--- config.mk ---
export PLATFORM = sky130hd
export DESIGN_NAME = user_input_irq
export DESIGN_NICKNAME = d
export VERILOG_FILES = /design/src/rtl/user_input_irq_pkg.sv /design/src/rtl/input_debouncer.sv /design/src/rtl/user_input_irq.sv
export SDC_FILE = /design/constraint.sdc
export NUM_CORES = 1
export LEC_CHECK = 0
export CAP_MARGIN = 5
export CORE_MARGIN = 2
export CORE_UTILIZATION = 57
export CTS_BUF_LIST = sky130_fd_sc_hd__clkbuf_8 sky130_fd_sc_hd__clkbuf_16
export DETAILED_ROUTE_END_ITERATION = 12
export PLACE_DENSITY_LB_ADDON = 0.12
export SLEW_MARGIN = 20
export SYNTH_ARGS = -nofsm -noshare
export SYNTH_HDL_FRONTEND = slang
export SYNTH_HIERARCHICAL = 1
export SYNTH_SLANG_ARGS = --single-unit
--- constraint.sdc ---
create_clock -name clk -period 2 [get_ports clk]
set_clock_uncertainty 0.05 [all_clocks]
set_input_delay 0.2 -clock clk [delete_from_list [all_inputs] [get_ports clk]]
set_output_delay 0.2 -clock clk [all_outputs]
set_load 0.005 [all_outputs]
--- src/rtl/user_input_irq_pkg.sv ---
// user_input_irq_pkg: register map, bus widths and
// address decode for the button/switch interrupt block.
package user_input_irq_pkg;

  localparam int DATA_W = 32;
  localparam int ADDR_W = 3;

  localparam logic [ADDR_W-1:0] REG_DATA    = 3'd0;
  localparam logic [ADDR_W-1:0] REG_MASK    = 3'd1;
  localparam logic [ADDR_W-1:0] REG_EDGE    = 3'd2;
  localparam logic [ADDR_W-1:0] REG_RISE_EN = 3'd3;
  localparam logic [ADDR_W-1:0] REG_FALL_EN = 3'd4;

  // One-hot register select; all zero for the
  // unmapped words 5..7.
  typedef struct packed {
    logic data;
    logic mask;
    logic edges;
    logic rise;
    logic fall;
  } reg_sel_t;

  function automatic reg_sel_t reg_decode(
    input logic [ADDR_W-1:0] addr
  );
    reg_sel_t s;
    s       = '0;
    s.data  = (addr == REG_DATA);
    s.mask  = (addr == REG_MASK);
    s.edges = (addr == REG_EDGE);
    s.rise  = (addr == REG_RISE_EN);
    s.fall  = (addr == REG_FALL_EN);
    return s;
  endfunction

endpackage

--- src/rtl/input_debouncer.sv ---
// input_debouncer: one channel -- 2-flop synchroniser
// followed by a consecutive-stable-clock debouncer.
module input_debouncer #(
  parameter int   DEBOUNCE_CYCLES = 50000,
  parameter logic RESET_LEVEL     = 1'b0
) (
  input  logic clk,
  input  logic reset,
  input  logic pin,
  output logic level
);

  localparam int CW = $clog2(DEBOUNCE_CYCLES);
  localparam logic [CW-1:0] CNT_LAST =
    CW'(DEBOUNCE_CYCLES - 1);

  logic          s1;
  logic          s2;
  logic [CW-1:0] cnt;

  // Bring the asynchronous pin into the clk domain.
  always_ff @(posedge clk or posedge reset) begin
    if (reset) begin
      s1 <= RESET_LEVEL;
      s2 <= RESET_LEVEL;
    end else begin
      s1 <= pin;
      s2 <= s1;
    end
  end

  // Accept a new level only after it has disagreed with
  // the current one for DEBOUNCE_CYCLES clocks in a row.
  always_ff @(posedge clk or posedge reset) begin
    if (reset) begin
      cnt   <= '0;
      level <= RESET_LEVEL;
    end else if (s2 == level) begin
      cnt <= '0;
    end else if (cnt == CNT_LAST) begin
      cnt   <= '0;
      level <= s2;
    end else begin
      cnt <= cnt + CW'(1);
    end
  end

endmodule

--- src/rtl/user_input_irq.sv ---
// user_input_irq: debounced key/switch inputs with per-
// channel edge capture, masking and a level irq.
module user_input_irq
  import user_input_irq_pkg::*;
#(
  parameter int NUM_INPUTS      = 6,
  parameter int DEBOUNCE_CYCLES = 50000,
  parameter logic [NUM_INPUTS-1:0] RESET_LEVEL = '0
) (
  input  logic                  clk,
  input  logic                  reset,
  input  logic [NUM_INPUTS-1:0] user_input,
  input  logic [ADDR_W-1:0]     avs_address,
  input  logic                  avs_read,
  input  logic                  avs_write,
  input  logic [DATA_W-1:0]     avs_writedata,
  output logic [DATA_W-1:0]     avs_readdata,
  output logic                  irq
);

  localparam int N = NUM_INPUTS;

  logic [N-1:0]      stable;
  logic [N-1:0]      stable_d;
  logic [N-1:0]      mask_q;
  logic [N-1:0]      edge_q;
  logic [N-1:0]      rise_en_q;
  logic [N-1:0]      fall_en_q;
  logic [N-1:0]      wdata;
  logic [N-1:0]      edge_set;
  logic [N-1:0]      edge_clr;
  logic [DATA_W-1:0] rd_val;
  reg_sel_t          sel;

  for (genvar i = 0; i < N; i++) begin : g_ch
    input_debouncer #(
      .DEBOUNCE_CYCLES(DEBOUNCE_CYCLES),
      .RESET_LEVEL    (RESET_LEVEL[i])
    ) u_deb (
      .clk  (clk),
      .reset(reset),
      .pin  (user_input[i]),
      .level(stable[i])
    );
  end

  if (N < DATA_W) begin : g_unused
    logic unused_wdata;
    assign unused_wdata = ^avs_writedata[DATA_W-1:N];
  end

  assign sel   = reg_decode(avs_address);
  assign wdata = avs_writedata[N-1:0];

  assign edge_set =
    (stable & ~stable_d & rise_en_q) |
    (~stable & stable_d & fall_en_q);

  assign edge_clr =
    (avs_write && sel.edges) ? wdata : '0;

  // Previous debounced level; equal at reset so no
  // edge appears on release.
  always_ff @(posedge clk or posedge reset) begin
    if (reset) begin
      stable_d <= RESET_LEVEL;
    end else begin
      stable_d <= stable;
    end
  end

  // Software-owned control registers.
  always_ff @(posedge clk or posedge reset) begin
    if (reset) begin
      mask_q    <= '0;
      rise_en_q <= '0;
      fall_en_q <= '0;
    end else if (avs_write) begin
      if (sel.mask) mask_q    <= wdata;
      if (sel.rise) rise_en_q <= wdata;
      if (sel.fall) fall_en_q <= wdata;
    end
  end

  // Sticky edge capture; a new edge beats a
  // same-cycle write-one-to-clear.
  always_ff @(posedge clk or posedge reset) begin
    if (reset) begin
      edge_q <= '0;
    end else begin
      edge_q <= (edge_q & ~edge_clr) | edge_set;
    end
  end

  // Registered level interrupt from masked edges.
  always_ff @(posedge clk or posedge reset) begin
    if (reset) begin
      irq <= 1'b0;
    end else begin
      irq <= |(edge_q & mask_q);
    end
  end

  // Zero-extended read mux; unmapped words read 0.
  always_comb begin
    rd_val = '0;
    unique case (1'b1)
      sel.data:  rd_val[N-1:0] = stable;
      sel.mask:  rd_val[N-1:0] = mask_q;
      sel.edges: rd_val[N-1:0] = edge_q;
      sel.rise:  rd_val[N-1:0] = rise_en_q;
      sel.fall:  rd_val[N-1:0] = fall_en_q;
      default:   rd_val = '0;
    endcase
  end

  // One-cycle read latency; data holds until the
  // next read.
  always_ff @(posedge clk or posedge reset) begin
    if (reset) begin
      avs_readdata <= '0;
    end else if (avs_read) begin
      avs_readdata <= rd_val;
    end
  end

endmodule

==> results.py <==
metrics = {
    "yosys": {
        "netlist_area_mm2": 0.007821,
        "yosysTopAreaCell": "dfrtp_1",
        "synth_top_cell_area_share_pct": 48.31,
        "synthTopCellsByArea": "dfrtp_1 48%, xnor2_1 6.0%, nor2_1 4.5%",
        "ys.warnings.count": 6,
        "synth-async-reset-ratio_pct": 100.0,
        "netlist-cell-type-count": 47,
        "synth_flop_cell": "dfrtp_1",
        "yosysSeqAreaShare_pct": 48.31,
        "synth_edf_count": 0,
        "syn_avg_cell_area_um2": 11.29,
        "synth_cells": 693,
        "synth-seq-cells": 151,
    },
    "worst_hold_path": {
        "worstHoldStart": "user_input[5]",
        "worstHoldPathType": "in2reg",
        "hold_path_end": "g_ch[5].u_deb/s1",
        "hold_depth": 1,
    },
    "clock_network": {
        "clock_sinks": 151,
        "cts_hold_buf": 0,
        "root_buffer": "clkbuf_16",
        "cts_setup_buffers": 0,
        "cts_tree": "built",
        "clkTransAtPathRegs_ps": 60,
        "clk_latency_ps": 430,
        "clockBufferDepth": 2,
        "cts_resized": 0,
        "htreeDepth": 4,
        "cts_buffers": 17,
    },
    "layout": {
        "antenna_cells": 0,
        "nets": 768,
        "fillers": 1048,
        "area_growth_pct": 10.73,
        "final_layout_size_suffix_gt1_share_pct": 18.49,
    },
    "die": {
        "start_util_pct": 58.60,
        "fp.dieW_um": 121.1,
        "row_count": 42,
        "die_area_mm2": 0.01467,
        "core_region_area_mm2": 0.01335,
        "ios": 78,
        "die_h_um": 121.1,
    },
    "route": {
        "wl_per_cell_um": 15.80,
        "dr.pass1.iters": 4,
        "totalWireLength_mm": 14.32,
        "drc": 0,
        "ant_nets": 0,
        "drtIter0Drc": 316,
        "vias": 4996,
        "avgViaCountPerCell": 5.514,
    },
    "power_and_ir_drop": {
        "power_density_mw_per_mm2": 829.7,
        "vdd_drop_max_uv": 631.4,
        "p_leak_nw": 3.703,
    },
    "worst_setup_path": {
        "cp.arrival_ps": 2000,
        "cp_max_fo": 15,
        "slowest_stage": "dfrtp_1",
        "cp_top_family": "simple AND/OR/NAND/NOR gates",
        "reg2reg_slack_ps": 250,
        "worst-path-buf-inv": 0,
        "max_stage_delay_ps": 440,
        "r2r-start": "g_ch[5].u_deb/cnt[0]",
        "crit_required_ps": 2250,
        "critPathLaunchType": "flip-flop",
        "crit_type": "reg2reg",
        "cp.depth": 5,
        "r2r_end": "g_ch[5].u_deb/cnt[8]",
        "rr_worst_depth": 5,
        "path_cells": "ha_1 -> and3_1 -> nand4_2 -> nand2_2 -> nor2_1",
        "end_kind": "flip-flop",
    },
    "timing": {
        "rsz0062_at_grt": "no",
        "hold_viol_final": 0,
        "setup_ws_ps": 249.3,
        "hold_ws_ps": 149.9,
        "max_freq_ghz": 0.5712,
        "slew_violations": 0,
        "setup_tns_ps": 0,
        "finalSetupViolations": 0,
        "fin_crit_sh_pct": 87.53,
        "period_minus_slack_ps": 1751,
    },
    "global_route": {
        "grt_antenna_before_repair": 0,
        "grt_max_degree": 38,
        "grt-ovfl-total": 0,
        "grt_pass1_vias": 5136,
        "grtUsageTotal_pct": 21.61,
        "grt_pass1_wl_mm": 25.03,
    },
    "flow_run": {
        "max-cap-violations": 0,
    },
    "placed_design": {
        "gp_congestion": 0.8468,
        "hpwl_mm": 9.883,
        "pre_cts_slack_ps": 91.52,
        "port_buffers": 25,
    },
    "run_status": {
        "status": "completed",
    },
}
[cell families (layout without fill, tap and decap cells)]
logic type	after synthesis	after routing	share of synthesized area, %
simple gates	307	307	26.28
flops	151	151	48.31
xor+xnor	90	90	10.08
buf+inv	76	88	6.943
compound gates	33	33	2.848
mux	29	29	4.527
fa+ha+maj	6	6	0.9598
other cells	1	26	0.04795
[flip-flops by register name, indices dropped and copies added (netlist names)]
| register | flops |
|---|---|
| avs_readdata | 6 |
| g_ch.u_deb/level | 6 |
| fall_en_q | 6 |
| mask_q | 6 |
| g_ch.u_deb/s1 | 6 |
| stable_d | 6 |
| g_ch.u_deb/s2 | 6 |
| rise_en_q | 6 |
| irq | 1 |
| edge_q | 6 |
| g_ch.u_deb/cnt | 96 |
[cells in the final DEF (no fill, tap or decap), types with 6 or more instances in the layout]
master,instances
buf_4,9
nand2_1,22
nand3_1,32
nand2_2,6
xor2_1,36
and4bb_1,6
nand3_4,6
conb_1,26
dfrtp_1,151
nor4bb_1,6
nor4b_2,6
o221ai_1,7
a22oi_1,8
nand2b_1,6
clkbuf_16,17
and3_1,12
mux2_2,17
nor4_2,18
xnor2_1,54
mux2_4,6
clkdlybuf4s50_1,25
ha_1,6
nand4_1,30
nor3_1,12
and2_1,6
nor2_1,93
and3_2,6
inv_1,21
nand4_2,6
and4_1,6
nor2_2,12
o21ai_0,13
nand4_4,6
[per-layer routing]
metal	global-route usage (%)	share of wire, %
met1	29.44	46
met2	34.41	49
met4	7.543	1.3
met5	0	0
met3	4.652	3.5
[cell type report]
class / instances / area, um^2 / area share, %
tap: 176 / 220.2 / 2.543
clock buffer: 20 / 466.7 / 5.389
timing repair buffer: 37 / 377.9 / 4.363
multi-input combinational: 491 / 3593 / 41.49
inverter: 19 / 71.32 / 0.8235
sequential: 151 / 3779 / 43.63
clock inverter: 12 / 152.6 / 1.762
[worst max path at each step]
stage | startpoint | end | slack (ps)
after floorplan | g_ch[0].u_deb/cnt[0] | g_ch[0].u_deb/level | 450
after global placement | avs_address[0] | edge_q[1] | 130
after detailed placement | avs_address[0] | edge_q[1] | 90
after CTS | g_ch[2].u_deb/cnt[0] | g_ch[2].u_deb/cnt[14] | 230
after global routing | g_ch[2].u_deb/cnt[0] | g_ch[2].u_deb/cnt[14] | 90
final | g_ch[5].u_deb/cnt[0] | g_ch[5].u_deb/cnt[8] | 250
[power by group]
group	internal [mW]	switching, mW	total (mW)
clock	2.05	1.25	3.31
combinational	0.260	0.245	0.505
sequential	3.22	0.155	3.38
total	5.53	1.65	7.19
[per-stage QoR]
step                      cell area [um^2]  util, %  cells  total power [mW]
after detailed placement              8041    60.25    874             3.939
after global routing                  8661    64.89    906             7.485
after CTS                             8661    64.89    906             7.273
final                                 8661    64.89    906             7.186
after global placement                8041    60.25    874             3.917
after floorplan                       7915        -    718             3.757
[cell usage after synthesis, types with 8 or more instances]
cell     number
nor4_2       18
dfrtp_1     151
mux2_2       17
a22oi_1       8
buf_6        13
buf_4        39
inv_1        19
nand2_1      22
o21ai_0      13
nor2_2       12
xnor2_1      54
and3_1       12
xor2_1       36
nor3_1       12
nor2_1       93
nand3_1      32
nand4_1      30
No activity file was read; power rests on OpenSTA's default activity.
